==> src/rtl/im_loader_pkg.sv <==
// Shared constants and state encoding for the instruction-memory loader.
// The state type is shared so that other blocks decode the loader state the same way.
package im_loader_pkg;

  localparam int unsigned DATA_SIZE = 32;
  localparam int unsigned MEM_SIZE  = 10;
  localparam int unsigned IM_DEPTH  = 1 << MEM_SIZE;

  typedef enum logic [2:0] {
    ST_IDLE  = 3'd0,
    ST_CLEAR = 3'd1,
    ST_LOAD  = 3'd2,
    ST_FLUSH = 3'd3,
    ST_RUN   = 3'd4,
    ST_ERROR = 3'd5
  } state_t;

endpackage

==> src/rtl/im_loader_if.sv <==
// Host-side program stream: the start pulse plus the valid/ready word channel.
// The loader sits on the slave side of this channel.
interface im_loader_if #(
  parameter int unsigned DataSize = im_loader_pkg::DATA_SIZE
) ();

  logic                start;
  logic                in_valid;
  logic [DataSize-1:0] in_data;
  logic                in_last;
  logic                in_ready;

  modport master (
    output start,
    output in_valid,
    output in_data,
    output in_last,
    input  in_ready
  );

  modport slave (
    input  start,
    input  in_valid,
    input  in_data,
    input  in_last,
    output in_ready
  );

endinterface

==> src/rtl/im_loader.sv <==
// Clears the instruction memory, streams a program into it from the host, then
// releases the CPU and hands the IM port to the CPU fetch path.
module im_loader
  import im_loader_pkg::*;
#(
  parameter int unsigned DataSize = DATA_SIZE,
  parameter int unsigned MemSize  = MEM_SIZE
) (
  input  logic                clk,
  input  logic                reset,
  im_loader_if.slave          host,
  input  logic [MemSize-1:0]  cpu_PC,
  input  logic                cpu_IM_read,
  input  logic                cpu_IM_enable,
  output logic [MemSize-1:0]  PC,
  output logic                IM_read,
  output logic                IM_write,
  output logic                IM_enable,
  output logic [DataSize-1:0] IMin,
  output logic                cpu_reset,
  output logic                load_done,
  output logic                load_err,
  output logic [MemSize:0]    word_count
);

  localparam logic [MemSize-1:0] LastAddr = '1;

  state_t              r_state;
  logic [MemSize-1:0]  r_wr_ptr;
  logic [MemSize:0]    r_word_count;
  logic                r_in_ready;
  logic [MemSize-1:0]  r_PC;
  logic                r_IM_write;
  logic                r_IM_enable;
  logic [DataSize-1:0] r_IMin;
  logic                r_cpu_reset;
  logic                r_load_done;
  logic                r_load_err;

  logic w_accept;
  logic w_run;
  logic w_at_last;

  // r_in_ready is only ever high in LOAD, so it also qualifies the handshake
  assign w_accept  = r_in_ready & host.in_valid;
  assign w_run     = (r_state == ST_RUN);
  assign w_at_last = (r_wr_ptr == LastAddr);

  always_ff @(posedge clk) begin
    if (reset) begin
      r_state      <= ST_IDLE;
      r_wr_ptr     <= '0;
      r_word_count <= '0;
      r_in_ready   <= 1'b0;
      r_PC         <= '0;
      r_IM_write   <= 1'b0;
      r_IM_enable  <= 1'b0;
      r_IMin       <= '0;
      r_cpu_reset  <= 1'b1;
      r_load_done  <= 1'b0;
      r_load_err   <= 1'b0;
    end else begin
      // IM strobes are single-cycle; each state re-asserts them when it writes
      r_IM_write  <= 1'b0;
      r_IM_enable <= 1'b0;
      r_IMin      <= '0;

      unique case (r_state)
        ST_IDLE, ST_RUN, ST_ERROR: begin
          if (host.start) begin
            r_state      <= ST_CLEAR;
            r_wr_ptr     <= '0;
            r_word_count <= '0;
            r_in_ready   <= 1'b0;
            r_PC         <= '0;
            r_IM_write   <= 1'b1;
            r_IM_enable  <= 1'b1;
            r_cpu_reset  <= 1'b1;
            r_load_done  <= 1'b0;
            r_load_err   <= 1'b0;
          end
        end

        ST_CLEAR: begin
          // PC always shows the address being zeroed this cycle
          if (w_at_last) begin
            r_state    <= ST_LOAD;
            r_wr_ptr   <= '0;
            r_in_ready <= 1'b1;
          end else begin
            r_wr_ptr    <= r_wr_ptr + MemSize'(1);
            r_PC        <= r_wr_ptr + MemSize'(1);
            r_IM_write  <= 1'b1;
            r_IM_enable <= 1'b1;
          end
        end

        ST_LOAD: begin
          if (w_accept) begin
            r_PC         <= r_wr_ptr;
            r_IMin       <= host.in_data;
            r_IM_write   <= 1'b1;
            r_IM_enable  <= 1'b1;
            r_word_count <= r_word_count + (MemSize + 1)'(1);
            if (!w_at_last) begin
              r_wr_ptr <= r_wr_ptr + MemSize'(1);
            end
            if (host.in_last) begin
              r_state    <= ST_FLUSH;
              r_in_ready <= 1'b0;
            end else if (w_at_last) begin
              r_state    <= ST_ERROR;
              r_in_ready <= 1'b0;
              r_load_err <= 1'b1;
            end
          end
        end

        ST_FLUSH: begin
          // final word is being written this cycle; CPU comes out of reset next
          r_state     <= ST_RUN;
          r_PC        <= '0;
          r_cpu_reset <= 1'b0;
          r_load_done <= 1'b1;
        end

        default: begin
          r_state <= ST_IDLE;
        end
      endcase
    end
  end

  // In RUN the CPU fetch port drives the IM directly
  assign PC         = w_run ? cpu_PC        : r_PC;
  assign IM_read    = w_run ? cpu_IM_read   : 1'b0;
  assign IM_enable  = w_run ? cpu_IM_enable : r_IM_enable;
  assign IM_write   = r_IM_write;
  assign IMin       = r_IMin;

  assign host.in_ready = r_in_ready;
  assign cpu_reset     = r_cpu_reset;
  assign load_done     = r_load_done;
  assign load_err      = r_load_err;
  assign word_count    = r_word_count;

endmodule

==> src/flat_wrapper.sv <==
// flat-port wrapper written by rule: the top's interface ports become plain ports
module im_loader_flat import im_loader_pkg::*;
#(
  parameter int unsigned DataSize = DATA_SIZE,
  parameter int unsigned MemSize  = MEM_SIZE
)
  (clk, reset, cpu_PC, cpu_IM_read, cpu_IM_enable, PC, IM_read, IM_write, IM_enable, IMin, cpu_reset, load_done, load_err, word_count, host_start, host_in_valid, host_in_data, host_in_last, host_in_ready);
  im_loader_if #(.DataSize(DataSize)) host_i ();
  input  logic clk;
  input  logic reset;
  input  logic [MemSize-1:0] cpu_PC;
  input  logic cpu_IM_read;
  input  logic cpu_IM_enable;
  output logic [MemSize-1:0] PC;
  output logic IM_read;
  output logic IM_write;
  output logic IM_enable;
  output logic [DataSize-1:0] IMin;
  output logic cpu_reset;
  output logic load_done;
  output logic load_err;
  output logic [MemSize:0] word_count;
  input wire logic [$bits(host_i.start)-1:0] host_start;
  input wire logic [$bits(host_i.in_valid)-1:0] host_in_valid;
  input wire logic [$bits(host_i.in_data)-1:0] host_in_data;
  input wire logic [$bits(host_i.in_last)-1:0] host_in_last;
  output wire logic [$bits(host_i.in_ready)-1:0] host_in_ready;
  assign host_i.start = host_start;
  assign host_i.in_valid = host_in_valid;
  assign host_i.in_data = host_in_data;
  assign host_i.in_last = host_in_last;
  assign host_in_ready = host_i.in_ready;
  im_loader #(.DataSize(DataSize), .MemSize(MemSize)) u_core (.clk(clk), .reset(reset), .host(host_i), .cpu_PC(cpu_PC), .cpu_IM_read(cpu_IM_read), .cpu_IM_enable(cpu_IM_enable), .PC(PC), .IM_read(IM_read), .IM_write(IM_write), .IM_enable(IM_enable), .IMin(IMin), .cpu_reset(cpu_reset), .load_done(load_done), .load_err(load_err), .word_count(word_count));
endmodule
==> config.mk <==
export PLATFORM = sky130hd
export DESIGN_NAME = im_loader_flat
export DESIGN_NICKNAME = d
export VERILOG_FILES = /design/src/rtl/im_loader_pkg.sv /design/src/rtl/im_loader_if.sv /design/src/rtl/im_loader.sv /design/src/flat_wrapper.sv
export SDC_FILE = /design/constraint.sdc
export NUM_CORES = 1
export LEC_CHECK = 0
export ABC_CLOCK_PERIOD_IN_PS = 2900
export CORE_MARGIN = 3
export CORE_UTILIZATION = 45
export CTS_CLUSTER_SIZE = 28
export DETAILED_ROUTE_END_ITERATION = 7
export MAX_ROUTING_LAYER = met4
export PLACE_DENSITY = 0.8
export SYNTH_ARGS = -nofsm -noshare
export SYNTH_HDL_FRONTEND = slang
export SYNTH_SLANG_ARGS = --single-unit
==> constraint.sdc <==
create_clock -name clk -period 2.9 [get_ports clk]
set_input_delay 0.725 -clock clk [delete_from_list [all_inputs] [get_ports clk]]
set_output_delay 0.725 -clock clk [all_outputs]
set_load 0.02 [all_outputs]
==> run_results.csv <==
group,metric,value,unit
timing,hold_viol,0,
finish,diodes,0,
timing,fin_skew,0.00753,ns
clock_tree,postCtsHoldBufs,0,
clock_tree,tritoncts,"done",
worst_setup_path,critPathMaxFanout,12,
place,io_buffers,108,
die,rows,29,
job,max-cap-violations,0,
grt,grt_pass1_wl,11900,µm
routing,drc,0,
routing,drt_wl_total,7790,µm
power,leakage,1.64,nW
synth,ys_types,57,
grt,grt_max_degree,33,
synth,yosysMostFrequentCell,"dfxtp_1",
synth,netlist_top_cells_count,"dfxtp_1, and2_1, nor2_1",
synth,ys_seq_area_share,45.7,%
grt,track_usage,20.1,%
power,pwr-share-seq,47.3,%
synth,synthCells,336,
worst_setup_path,worstSetupPathType,"reg -> out",
power,power_density,475,nW/µm²
die,dieArea,7950,µm²
worst_setup_path,worstPathBufferInverterCount,2,
clock_tree,clock_latency,0.35,ns
place,dp.cells,510,
clock_tree,cts-root-buf,"clkbuf_8",
place,placedInstanceArea,4240,µm²
synth,synth_area_leader_cell,"dfxtp_1",
power,power,2.12,mW
worst_setup_path,arrival,2.05,ns
place,dpl.hpwl,5610,µm
power,max-vdd-ir-drop,0.000296,V
worst_setup_path,path_cells,"nand2b_1 -> nor2_4 -> buf_12 -> mux2_2 -> clkdlybuf4s50_1",
clock_tree,cts_max_path_buffers,2,
synth,synth.top_cell.area_share,45.7,%
synth,synth_edf_count,0,
synth,synthArstFlopShare,0,%
clock_tree,cts_buffers,9,
finish,drive_gt1_share,11.3,%
status,status,"finished, final reports clean",
timing,final_max_slew_viol_count,0,
worst_setup_path,cpPeakStageDelay,0.55,ns
die,initial_core_util,47.7,%
clock_tree,htreeDepth,3,
finish,design_area,4470,µm²
synth,ys_ff_latch,71,
synth,synthFlopType,"dfxtp_1",
grt,grt_pass1_vias,2532,
routing,postRouteAntennaNets,0,
timing,tightest_slew,0.635,ns
timing,max_freq,361,MHz
timing,rsz0062_at_grt,"false",
routing,avgRoutedWirePerCell,14.8,µm
power,clkPwrFrac,38.2,%
synth,syn_nets,387,
routing,vias,2818,
place,gp_congestion,0.916,
timing,period_needed,2.77,ns
routing,drt_iter0_drc,173,
timing,finalSetupTns,0,ns
worst_hold_path,hold_class,"reg -> reg",
synth,ys_top_cells_by_area,"dfxtp_1, and2_1, nor2_1",
power,power.internal,1.57,mW
clock_tree,cts.sinks,71,
timing,setup_ws,0.128,ns
routing,vias_per_cell,5.35,
place,pre_cts_ws,0.0132,ns
finish,fill_cells,550,
timing,slew_headroom,57.5,%
grt,grt_antenna_before_repair,0,
finish,final_util,68.4,%
finish,final_cells,527,
power,p_comb_share,14.5,%
die,io_pins,109,
finish,syn2layout_area_growth,43.6,%
timing,holdWs,0.467,ns
synth,synthesis.area,3110,µm²
die,die_w,89.2,µm
synth,postSynthAreaPerCell,9.26,µm²
power,p_sw,555,µW
timing,fin_crit_sh,95.6,%
worst_setup_path,cp.required,2.17,ns
worst_setup_path,cp-start-kind,"flop",
die,core,6530,µm²
timing,setup_viol,0,
worst_setup_path,path_delay_family,"buffers and inverters",
routing,dr.pass1.iters,4,
grt,grt.overflow.total,0,
die,die_height,89.2,µm
worst_setup_path,slowest_stage,"clkdlybuf4s50_1",
worst_setup_path,cp-end-kind,"output pin",
power,switching_share,26.1,%
synth,yosysWarnings,0,
finish,layout.nets,496,
clock_tree,clk_pin_slew,0.07,ns
==> cell families after synthesis <==
| group | share of synthesized area [%] |
|---|---|
| buf+inv | 4.38 |
| xor+xnor | 1.69 |
| compound gates | 16.6 |
| flops | 45.7 |
| fa+ha+maj | 0.804 |
| simple gates | 25.3 |
| mux | 5.59 |
==> power by group through the flow <==
stage                     logic (mW)  clock network (mW)  registers [mW]
after floorplan                0.180                   0            1.03
after global placement         0.299                   0            1.03
after detailed placement       0.303                   0            1.03
after CTS                      0.305               0.832            1.01
after global routing           0.336               0.869            1.01
final                          0.308               0.812            1.01
==> repair_timing <==
| item | 4_1_cts | 5_1_grt |
|---|---|---|
| setup buffers | 0 | 1 |
| setup endpoints to repair | 12 | 11 |
| gates resized for setup | 2 | 0 |
| pin swaps | 0 | 1 |
==> layout make-up <==
class	instances	area, µm²	area share, %
sequential	71	1420	31.8
multi-input combinational	240	1560	35.0
inverter	6	22.5	0.504
timing repair buffer	117	1160	26.0
clock inverter	6	67.6	1.51
tap	77	96.3	2.16
clock buffer	10	138	3.08
==> path summary, 6_finish.rpt <==
kind	start	endpoint	slack (ns)	depth (start not counted)
min reg2reg	u_core.r_PC[2]	u_core.r_PC[2]	0.47	2
max	u_core.r_state[1]	PC[5]	0.13	5
min	u_core.r_PC[2]	u_core.r_PC[2]	0.47	2
max reg2reg	u_core.r_state[0]	u_core.r_PC[6]	0.66	5
==> routing by layer <==
| layer | vias to the layer above | part of all wire [%] | global-route usage [%] | wire (µm) |
|---|---|---|---|---|
| met3 | 11 | 7.4 | 5.53 | 577 |
| met2 | 95 | 47 | 29.4 | 3680 |
| met4 | 0 | 1.5 | 8.53 | 117 |
| li1 | 1407 | - | - | - |
| met5 | - | 0 | - | 0 |
| met1 | 1305 | 44 | 26.0 | 3410 |
==> registers in the layout, summed over array words and instances, names as in the netlist <==
signal / cells
u_core.IM_write: 1
u_core.IMin: 32
u_core.cpu_reset: 1
u_core.host.in_ready: 1
u_core.load_done: 1
u_core.load_err: 1
u_core.r_PC: 10
u_core.r_state: 3
u_core.r_wr_ptr: 10
u_core.word_count: 11
==> worst register-to-register path: stages (launching register included) <==
cell and delay [ns]:
dfxtp_1 0.38, buf_4 0.22, or3b_1 0.59, o21ai_1 0.58
a221oi_1 0.17, nor3_1 0.22
==> cells in the final DEF (no fill, tap or decap), types with 5 or more instances in the layout <==
master,count
o21ai_0,15
nand2_1,16
a211oi_1,5
buf_4,8
nor2_1,34
mux2_2,11
or3_1,7
and2_1,36
clkbuf_8,10
nand3_1,7
nor3_1,11
nand2b_1,7
a21oi_1,20
xor2_1,5
dfxtp_1,71
mux2i_1,5
inv_1,6
clkdlybuf4s50_1,108
Note: power is estimated with default switching activity, not from simulation.
